### src/rtl/rom_image_loader_pkg.sv
// Shared definitions for the ROM image loader: FSM state encoding and ROM geometry defaults.
package rom_image_loader_pkg;

  localparam int unsigned LD_ADDR_W = 6;
  localparam int unsigned LD_DATA_W = 32;
  localparam int unsigned LD_RD_LAT = 1;
  localparam int unsigned ROM_DEPTH = 1 << LD_ADDR_W;

  typedef enum logic [2:0] {
    ST_IDLE   = 3'd0,
    ST_WRITE  = 3'd1,
    ST_WFLUSH = 3'd2,
    ST_VERIFY = 3'd3,
    ST_CHECK  = 3'd4,
    ST_DONE   = 3'd5
  } state_t;

endpackage

### src/rtl/rom_image_loader_sum_acc.sv
// Wraparound accumulator (sum_acc): synchronous clear has priority over accumulate.
module rom_image_loader_sum_acc #(
  parameter int unsigned W = 32
) (
  input  logic         clk,
  input  logic         rst,
  input  logic         clr,
  input  logic         en,
  input  logic [W-1:0] d,
  output logic [W-1:0] q
);

  // Accumulate modulo 2**W
  always_ff @(posedge clk or negedge rst) begin
    if (!rst)     q <= '0;
    else if (clr) q <= '0;
    else if (en)  q <= q + d;
  end

endmodule

### src/rtl/rom_image_loader.sv
// Streams an image into PMEM/EMEM over the ROM-load port, reads it back to verify,
// reports done/err/checksum and holds the core in reset until a verified PMEM image exists.
module rom_image_loader
  import rom_image_loader_pkg::*;
#(
  parameter int unsigned ADDR_W = LD_ADDR_W,
  parameter int unsigned DATA_W = LD_DATA_W,
  parameter int unsigned RD_LAT = LD_RD_LAT
) (
  input  logic              clk,
  input  logic              rst,
  input  logic              start,
  input  logic              sel_in,
  input  logic [ADDR_W:0]   len_in,
  input  logic              src_valid,
  input  logic [DATA_W-1:0] src_data,
  output logic              src_ready,
  output logic              rom_we,
  output logic              rom_select,
  output logic [ADDR_W-1:0] rom_addr,
  output logic [DATA_W-1:0] rom_wd,
  input  logic [DATA_W-1:0] rom_rd,
  output logic              cpu_rst,
  output logic              busy,
  output logic              done,
  output logic              err,
  output logic [DATA_W-1:0] checksum
);

  localparam int unsigned      IDX_W     = ADDR_W + 1;
  localparam logic [IDX_W-1:0] DEPTH     = IDX_W'(1) << ADDR_W;
  localparam logic             WAIT_LAST = 1'(RD_LAT);

  state_t              state, state_d;
  logic [IDX_W-1:0]    idx, idx_d, len, len_d;
  logic                wcnt, wcnt_d;
  logic                pmem_ok, pmem_ok_d;
  logic                src_ready_d, rom_we_d, rom_select_d, cpu_rst_d;
  logic                busy_d, done_d, err_d;
  logic [ADDR_W-1:0]   rom_addr_d;
  logic [DATA_W-1:0]   rom_wd_d, checksum_d;
  logic                sum_clr, sum_en, vsum_en;
  logic [DATA_W-1:0]   sum_q, vsum_q;
  logic [IDX_W-1:0]    idx_inc, len_last;
  logic                handshake, sample;

  assign idx_inc   = idx + IDX_W'(1);
  assign len_last  = len - IDX_W'(1);
  assign handshake = src_valid & src_ready;
  assign sample    = (wcnt == WAIT_LAST);

  // Running sum of accepted stream words
  rom_image_loader_sum_acc #(.W(DATA_W)) u_sum (
    .clk (clk),
    .rst (rst),
    .clr (sum_clr),
    .en  (sum_en),
    .d   (src_data),
    .q   (sum_q)
  );

  // Running sum of words read back during verify
  rom_image_loader_sum_acc #(.W(DATA_W)) u_vsum (
    .clk (clk),
    .rst (rst),
    .clr (sum_clr),
    .en  (vsum_en),
    .d   (rom_rd),
    .q   (vsum_q)
  );

  // State and registered outputs
  always_ff @(posedge clk or negedge rst) begin
    if (!rst) begin
      state      <= ST_IDLE;
      idx        <= '0;
      len        <= '0;
      wcnt       <= 1'b0;
      pmem_ok    <= 1'b0;
      src_ready  <= 1'b0;
      rom_we     <= 1'b0;
      rom_select <= 1'b0;
      rom_addr   <= '0;
      rom_wd     <= '0;
      cpu_rst    <= 1'b1;
      busy       <= 1'b0;
      done       <= 1'b0;
      err        <= 1'b0;
      checksum   <= '0;
    end else begin
      state      <= state_d;
      idx        <= idx_d;
      len        <= len_d;
      wcnt       <= wcnt_d;
      pmem_ok    <= pmem_ok_d;
      src_ready  <= src_ready_d;
      rom_we     <= rom_we_d;
      rom_select <= rom_select_d;
      rom_addr   <= rom_addr_d;
      rom_wd     <= rom_wd_d;
      cpu_rst    <= cpu_rst_d;
      busy       <= busy_d;
      done       <= done_d;
      err        <= err_d;
      checksum   <= checksum_d;
    end
  end

  // Next-state and next-output logic
  always_comb begin
    state_d      = state;
    idx_d        = idx;
    len_d        = len;
    wcnt_d       = wcnt;
    pmem_ok_d    = pmem_ok;
    src_ready_d  = 1'b0;
    rom_we_d     = 1'b0;
    rom_select_d = rom_select;
    rom_addr_d   = rom_addr;
    rom_wd_d     = rom_wd;
    cpu_rst_d    = cpu_rst;
    busy_d       = busy;
    done_d       = 1'b0;
    err_d        = err;
    checksum_d   = checksum;
    sum_clr      = 1'b0;
    sum_en       = 1'b0;
    vsum_en      = 1'b0;

    unique case (state)
      ST_IDLE: begin
        if (start) begin
          checksum_d = '0;
          if (len_in == '0 || len_in > DEPTH) begin
            // Illegal length: report immediately without touching the ROM
            err_d     = 1'b1;
            done_d    = 1'b1;
            cpu_rst_d = ~pmem_ok;
            state_d   = ST_DONE;
          end else begin
            len_d        = len_in;
            rom_select_d = sel_in;
            err_d        = 1'b0;
            sum_clr      = 1'b1;
            idx_d        = '0;
            busy_d       = 1'b1;
            cpu_rst_d    = 1'b1;
            src_ready_d  = 1'b1;
            state_d      = ST_WRITE;
          end
        end
      end

      ST_WRITE: begin
        src_ready_d = 1'b1;
        if (handshake) begin
          rom_we_d   = 1'b1;
          rom_addr_d = idx[ADDR_W-1:0];
          rom_wd_d   = src_data;
          sum_en     = 1'b1;
          idx_d      = idx_inc;
          if (idx == len_last) begin
            src_ready_d = 1'b0;
            state_d     = ST_WFLUSH;
          end
        end
      end

      ST_WFLUSH: begin
        // Last write is on the port; present address 0 for readback
        idx_d      = '0;
        wcnt_d     = 1'b0;
        rom_addr_d = '0;
        state_d    = ST_VERIFY;
      end

      ST_VERIFY: begin
        if (sample) begin
          vsum_en    = 1'b1;
          wcnt_d     = 1'b0;
          idx_d      = idx_inc;
          rom_addr_d = idx_inc[ADDR_W-1:0];
          if (idx == len_last) state_d = ST_CHECK;
        end else begin
          wcnt_d = wcnt + 1'b1;
        end
      end

      ST_CHECK: begin
        err_d      = (vsum_q != sum_q);
        checksum_d = sum_q;
        if (!rom_select) pmem_ok_d = (vsum_q == sum_q);
        cpu_rst_d  = ~pmem_ok_d;
        busy_d     = 1'b0;
        done_d     = 1'b1;
        state_d    = ST_DONE;
      end

      ST_DONE: begin
        state_d = ST_IDLE;
      end

      default: begin
        state_d = ST_IDLE;
      end
    endcase
  end

endmodule

### config.mk
export PLATFORM = sky130hd
export DESIGN_NAME = rom_image_loader
export DESIGN_NICKNAME = d
export VERILOG_FILES = /design/src/rtl/rom_image_loader_pkg.sv /design/src/rtl/rom_image_loader_sum_acc.sv /design/src/rtl/rom_image_loader.sv
export SDC_FILE = /design/constraint.sdc
export NUM_CORES = 1
export LEC_CHECK = 0
export ABC_AREA = 1
export CAP_MARGIN = 20
export CORE_UTILIZATION = 45
export CTS_CLUSTER_SIZE = 14
export DETAILED_ROUTE_END_ITERATION = 16
export DONT_BUFFER_PORTS = 1
export SETUP_SLACK_MARGIN = 0.5
export SLEW_MARGIN = 30
export SYNTH_ARGS = -nofsm -noshare
export SYNTH_HDL_FRONTEND = slang
export SYNTH_SLANG_ARGS = --single-unit
### constraint.sdc
create_clock -name clk -period 4.7 [get_ports clk]
set_input_delay 0.705 -clock clk [delete_from_list [all_inputs] [get_ports clk]]
set_output_delay 0.705 -clock clk [all_outputs]
set_load 0.03 [all_outputs]
# Word-level counts from Yosys, hierarchy flattened
# Index checks and enable logic that the tools add are counted.
# W data, S select, Z words.
[totals]
inputBits = 76
word_cells = 102
reg_bits = 160
out_inout_bits = 77
[op_classes]
n_eq_ne = 13
muxes = 46
reduce_logical = 16
addsub = 5
magnitude_cmp = 1
bitwise = 4
[ops]
columns = ["cell", "count"]
rows = [
  ["$mux W32", 5],
  ["$add A32 B32 Y32", 2],
  ["$pmux W32 S2", 1],
  ["$eq A32 B32 Y1", 1],
  ["$ne A32 B32 Y1", 1],
  ["$mux W7", 4],
  ["$pmux W7 S4", 1],
  ["$mux W1", 19],
  ["$mux W3", 6],
  ["$pmux W6 S3", 1],
  ["$pmux W3 S5", 1],
  ["$mux W6", 2],
  ["$ne A2 B2 Y1 const B", 6],
  ["$pmux W1 S2", 6],
  ["$reduce_and A5 Y1", 2],
  ["$reduce_and A3 Y1", 3],
  ["$reduce_bool A2 Y1", 4],
  ["$add A7 B1 Y7 const B", 1],
  ["$eq A7 B7 Y1", 1],
  ["$gt A7 B7 Y1 const B", 1],
  ["$logic_not A7 Y1", 1],
  ["$sub A7 B1 Y7 const B", 1],
  ["$eq A3 B2 Y1 const B", 2],
  ["$reduce_and A2 Y1", 2],
  ["other kinds (9)", 11],
]

# Longest topological paths before layout
[depth]
ltp_word = 6
ltp_mapped = 14
ltp_nobuf = 14

# Modules after synthesis
# From an unflattened synthesis, not the netlist that was laid out.
[unflattened]
cells_unflattened = 1738
area_unflattened_um2 = 11803.8
[by_module_without_submodules]
columns = ["module", "area_per_inst_um2", "seq_area_each_um2", "cells_each", "instances"]
rows = [
  ["rom_image_loader", 4657.0, 2403.6, 488, 1],
  ["rom_image_loader_sum_acc (u_vsum)", 3599.7, 800.8, 625, 1],
  ["rom_image_loader_sum_acc (u_sum)", 3547.2, 800.8, 625, 1],
]

# Worst setup path before layout
# Ideal clock, no wire load.
[synth_timing]
path_kind = "input-to-reg"
startpoint = "input port rom_rd[0]"
endpoint = "register u_vsum.q[22]"
n_path_buf = 0
slack_ps = 2385
setup_time_ps = 117
required_time_ps = 4583
arrival_ps = 2198
path_stages = 13
path_cell_list = "ha_1 -> inv_1 -> fa_1 -> o21ai_2 -> nand2_1 -> nand2_1 -> nand2_1 -> nand2_1 -> nand2_1 -> nand2_1 -> nand2_1 -> nand3_1 -> nand2_1"
[synth_via]
elab_chain_len = 3
[synth_rtl]
columns = ["item", "line_no", "source"]
rows = [
  ["from (decl)", "rom_image_loader.sv:22", "input logic [DATA_W-1:0] rom_rd,"],
  ["$add A32 B32 Y32", "rom_image_loader_sum_acc.sv:17", "else if (en) q <= q + d;"],
  ["$mux W32", "rom_image_loader_sum_acc.sv:17", ""],
  ["$mux W32", "rom_image_loader_sum_acc.sv:16", "else if (clr) q <= '0;"],
  ["to (signal assigned)", "rom_image_loader_sum_acc.sv:17", ""],
  ["to (decl)", "rom_image_loader_sum_acc.sv:10", "output logic [W-1:0] q"],
]
# Every way passes these cells. The select of a mux whose other input is x is not followed.
# A chain may end at the register's enable or synchronous reset.

# Worst setup path in the final report
[layout_timing]
startpoint = "register src_ready"
endpoint = "register u_sum.q[19]"
[layout_via]
elab_chain_len = 4
[layout_rtl]
columns = ["item", "line_no", "source"]
rows = [
  ["from (decl)", "rom_image_loader.sv:17", "output logic src_ready,"],
  ["from (signal assigned)", "rom_image_loader.sv:96", "src_ready <= src_ready_d;"],
  ["$and A1 B1 Y1", "rom_image_loader.sv:49", "assign handshake = src_valid & src_ready;"],
  ["$mux W1", "rom_image_loader.sv:156", "if (handshake) begin"],
  ["$mux W1", "rom_image_loader.sv:130", "unique case (state)"],
  ["$reduce_bool A2 Y1 (no line)", "n/a", ""],
  ["to (signal assigned)", "rom_image_loader_sum_acc.sv:17", ""],
  ["to (decl)", "rom_image_loader_sum_acc.sv:10", ""],
]
# Every way passes these cells.

==> impl_metrics.env <==
export IMPL_die_w_um=159
export IMPL_rsz0062_at_grt="no"
export IMPL_clkLatencyLatePin_ps=440
export IMPL_final_antenna_net_count=0
export IMPL_io_buffers=0
export IMPL_seqCellArea_um2=4010
export IMPL_cts_resized_gates=0
export IMPL_ys_seq_elements=160
export IMPL_post_route_period_util_pct=56.8
export IMPL_period_needed_ps=2670
export IMPL_grt_overflow_total=0
export IMPL_setup_viol=0
export IMPL_cts_tree="done"
export IMPL_antennaDiodeCount=0
export IMPL_leakage_uw=0.00646
export IMPL_endpoint_kind="flop"
export IMPL_area_delta_synth_final_pct=8.32
export IMPL_timing_hold_ws_ps=-43.8
export IMPL_cts_max_path_buffers=2
export IMPL_hpwl_um=26800
export IMPL_syn_area_per_cell_um2=6.77
export IMPL_grt_antenna_before_repair=0
export IMPL_cts_made_buffers=17
export IMPL_fin_ws_ps=2030
export IMPL_grt_pass1_wl_um=53700
export IMPL_syn_inst=1639
export IMPL_crit_required_ps=5010
export IMPL_post_synth_top_area_cell="dfrtp_1"
export IMPL_wire_per_inst_um=16.9
export IMPL_fillers=2498
export IMPL_row_count=57
export IMPL_drt_iter0_drc=746
export IMPL_multi_input_area_um2=6140
export IMPL_mostFrequentLayoutCells="619 x nand2_1, 208 x inv_1, 159 x dfrtp_1, 125 x nor2_1, 100 x nand3_1"
export IMPL_drv_cap=0
export IMPL_synth_area_top_cells="dfrtp_1 36%, nand2_1 21%, ha_1 7.2%"
export IMPL_drv_slew=0
export IMPL_synth_area_um2=11100
export IMPL_drcViolationCount=0
export IMPL_placed_area_um2=11400
export IMPL_cpMaxStageDelayCell="dfrtp_1"
export IMPL_crit_type="reg -> reg"
export IMPL_p_per_area_nw_per_um2=651
export IMPL_relSlewSlack_pct=39.2
export IMPL_cp_start_kind="flop"
export IMPL_htreeDepth=4
export IMPL_finalHoldViolations=69
export IMPL_ys_seq_area_share_pct=36.1
export IMPL_cts_root_buffer="clkbuf_16"
export IMPL_max_stage_delay_ps=510
export IMPL_crit_chain="nand2_1 > nor2_4 > buf_4 > inv_2 > nand2_4 > inv_2 > nand2_1 > o21ai_0"
export IMPL_crit_arrival_ps=2980
export IMPL_ir_drop_v=0.000294
export IMPL_outcome="finished with violations"
export IMPL_fin_area_um2=12000
export IMPL_layout_commonest_cell="nand2_1"
export IMPL_vias=10300
export IMPL_grt_max_degree=161
export IMPL_cts_setup_buffers=0
export IMPL_rr_worst_depth=8
export IMPL_fin_util_pct=49.6
export IMPL_clock_sinks=160
export IMPL_synth_warnings=0
export IMPL_fmax_mhz=374
export IMPL_via_per_inst=5.22
export IMPL_synth_edff_count=0
export IMPL_routed_wl_um=33400
export IMPL_dieHeight_um=159
export IMPL_finalClockSkew_ps=17.1
export IMPL_clk_pin_slew_ps=70
export IMPL_start_util_pct=45.7
export IMPL_cp_max_fo=50
export IMPL_grt_total_usage_pct=27.3
export IMPL_post_synth_num_cell_types=37
export IMPL_violations="negative hold slack"
export IMPL_drive_above_1_share_pct=3.76
export IMPL_die_area_um2=25300
export IMPL_fin_nets=1779
export IMPL_synth_top_area_share_pct=35.9
export IMPL_synth_async_reset_ratio_pct=100
export IMPL_io_pins=153
export IMPL_fin_tns_setup_ps=0
export IMPL_pre_cts_ws_ps=1860
export IMPL_place_gp_congestion=0.925
export IMPL_grt_pass1_vias=9873
export IMPL_worstHoldPathType="in -> async"
export IMPL_synth_nets=1781
export IMPL_rr_startpoint="src_ready"
export IMPL_reg2reg_slack_ps=2030
export IMPL_core_area_um2=24200
export IMPL_r2r_end="u_sum.q[19]"
export IMPL_ys_flop_type="dfrtp_1"
export IMPL_worst_pin_slew_ps=911
export IMPL_firstDrtPassIters=5
-- synthesized netlist by cell type (3+ instances only) --
cell type	count
nor2_2	5
clkbuf_1	8
nor4_1	3
ha_1	64
xnor2_1	28
dfrtp_1	159
buf_2	12
nand2_1	619
nand2_4	3
a21o_1	3
nand3b_1	5
nand4_1	12
o21ai_1	5
inv_1	209
xor2_1	13
o22ai_1	26
nor3_1	16
a22o_1	14
nand2_2	3
o21ai_0	89
nand3_1	100
buf_6	3
nor2_1	125
o21bai_1	10
inv_2	11
a21oi_1	80
-- cell families (layout without fill, tap and decap cells) --
group	Yosys count	after routing	synth area share, %
buffers and inverters	243	254	8.56
XOR/XNOR	41	41	3.24
AND/OR/NAND/NOR	897	897	32.8
adder cells (fa/ha/maj)	66	66	7.58
AO/OA/AOI/OAI	232	232	11.7
flip-flops	160	160	36.1
-- how the worst max path moves through the flow --
stage | startpoint | endpoint
final | src_ready | u_sum.q[19]
after global routing | src_ready | u_sum.q[16]
after CTS | src_ready | u_sum.q[19]
after detailed placement | src_valid | u_sum.q[19]
after global placement | src_valid | u_sum.q[20]
after floorplan | rom_rd[0] | u_vsum.q[22]
-- per-stage QoR --
step,power (uW),cells
3_5_place_dp,6330,1942
3_3_place_gp,6290,1942
2_1_floorplan,5330,1639
5_1_grt,8470,1974
6_report,7830,1974
4_1_cts,7820,1974
-- routing by layer --
metal	track usage (%)	vias to the layer above	part of all wire, %
met1	37.2	4694	46
met3	5.31	54	6.4
met2	42.8	298	44
met4	10.7	0	3.3
met5	0	-	0
li1	-	5254	-
-- critical path: cells and delay by family, from the launching register on --
| family | cells | cell delay [ps] |
|---|---|---|
| compound gates | 1 | 80 |
| flops | 1 | 510 |
| simple gates | 4 | 770 |
| buf+inv | 3 | 1150 |
-- sequential cells by signal, indices dropped and copies added, names as in the netlist, 3 cells and up --
| name | flops |
|---|---|
| u_sum.q | 32 |
| u_vsum.q | 32 |
| len | 7 |
| checksum | 32 |
| idx | 7 |
| state | 3 |
| rom_wd | 32 |
| rom_addr | 6 |
-- layout make-up --
class                   instances  area share, %
clock inverters                13           1.49
inverters                     220           6.87
clock buffers                  19           3.69
repair buffers                  2          0.125
well taps                     324           3.37
flip-flops and latches        160           33.3
multi-input cells            1236           51.1
-- report_power, final --
| group | total (uW) | internal, uW | switching (uW) |
|---|---|---|---|
| Combinational | 3520 | 1200 | 2310 |
| Sequential | 2840 | 1850 | 983 |
| Clock | 1470 | 862 | 613 |
| Total | 7830 | 3920 | 3910 |
No activity file was read; power rests on OpenSTA's default activity.
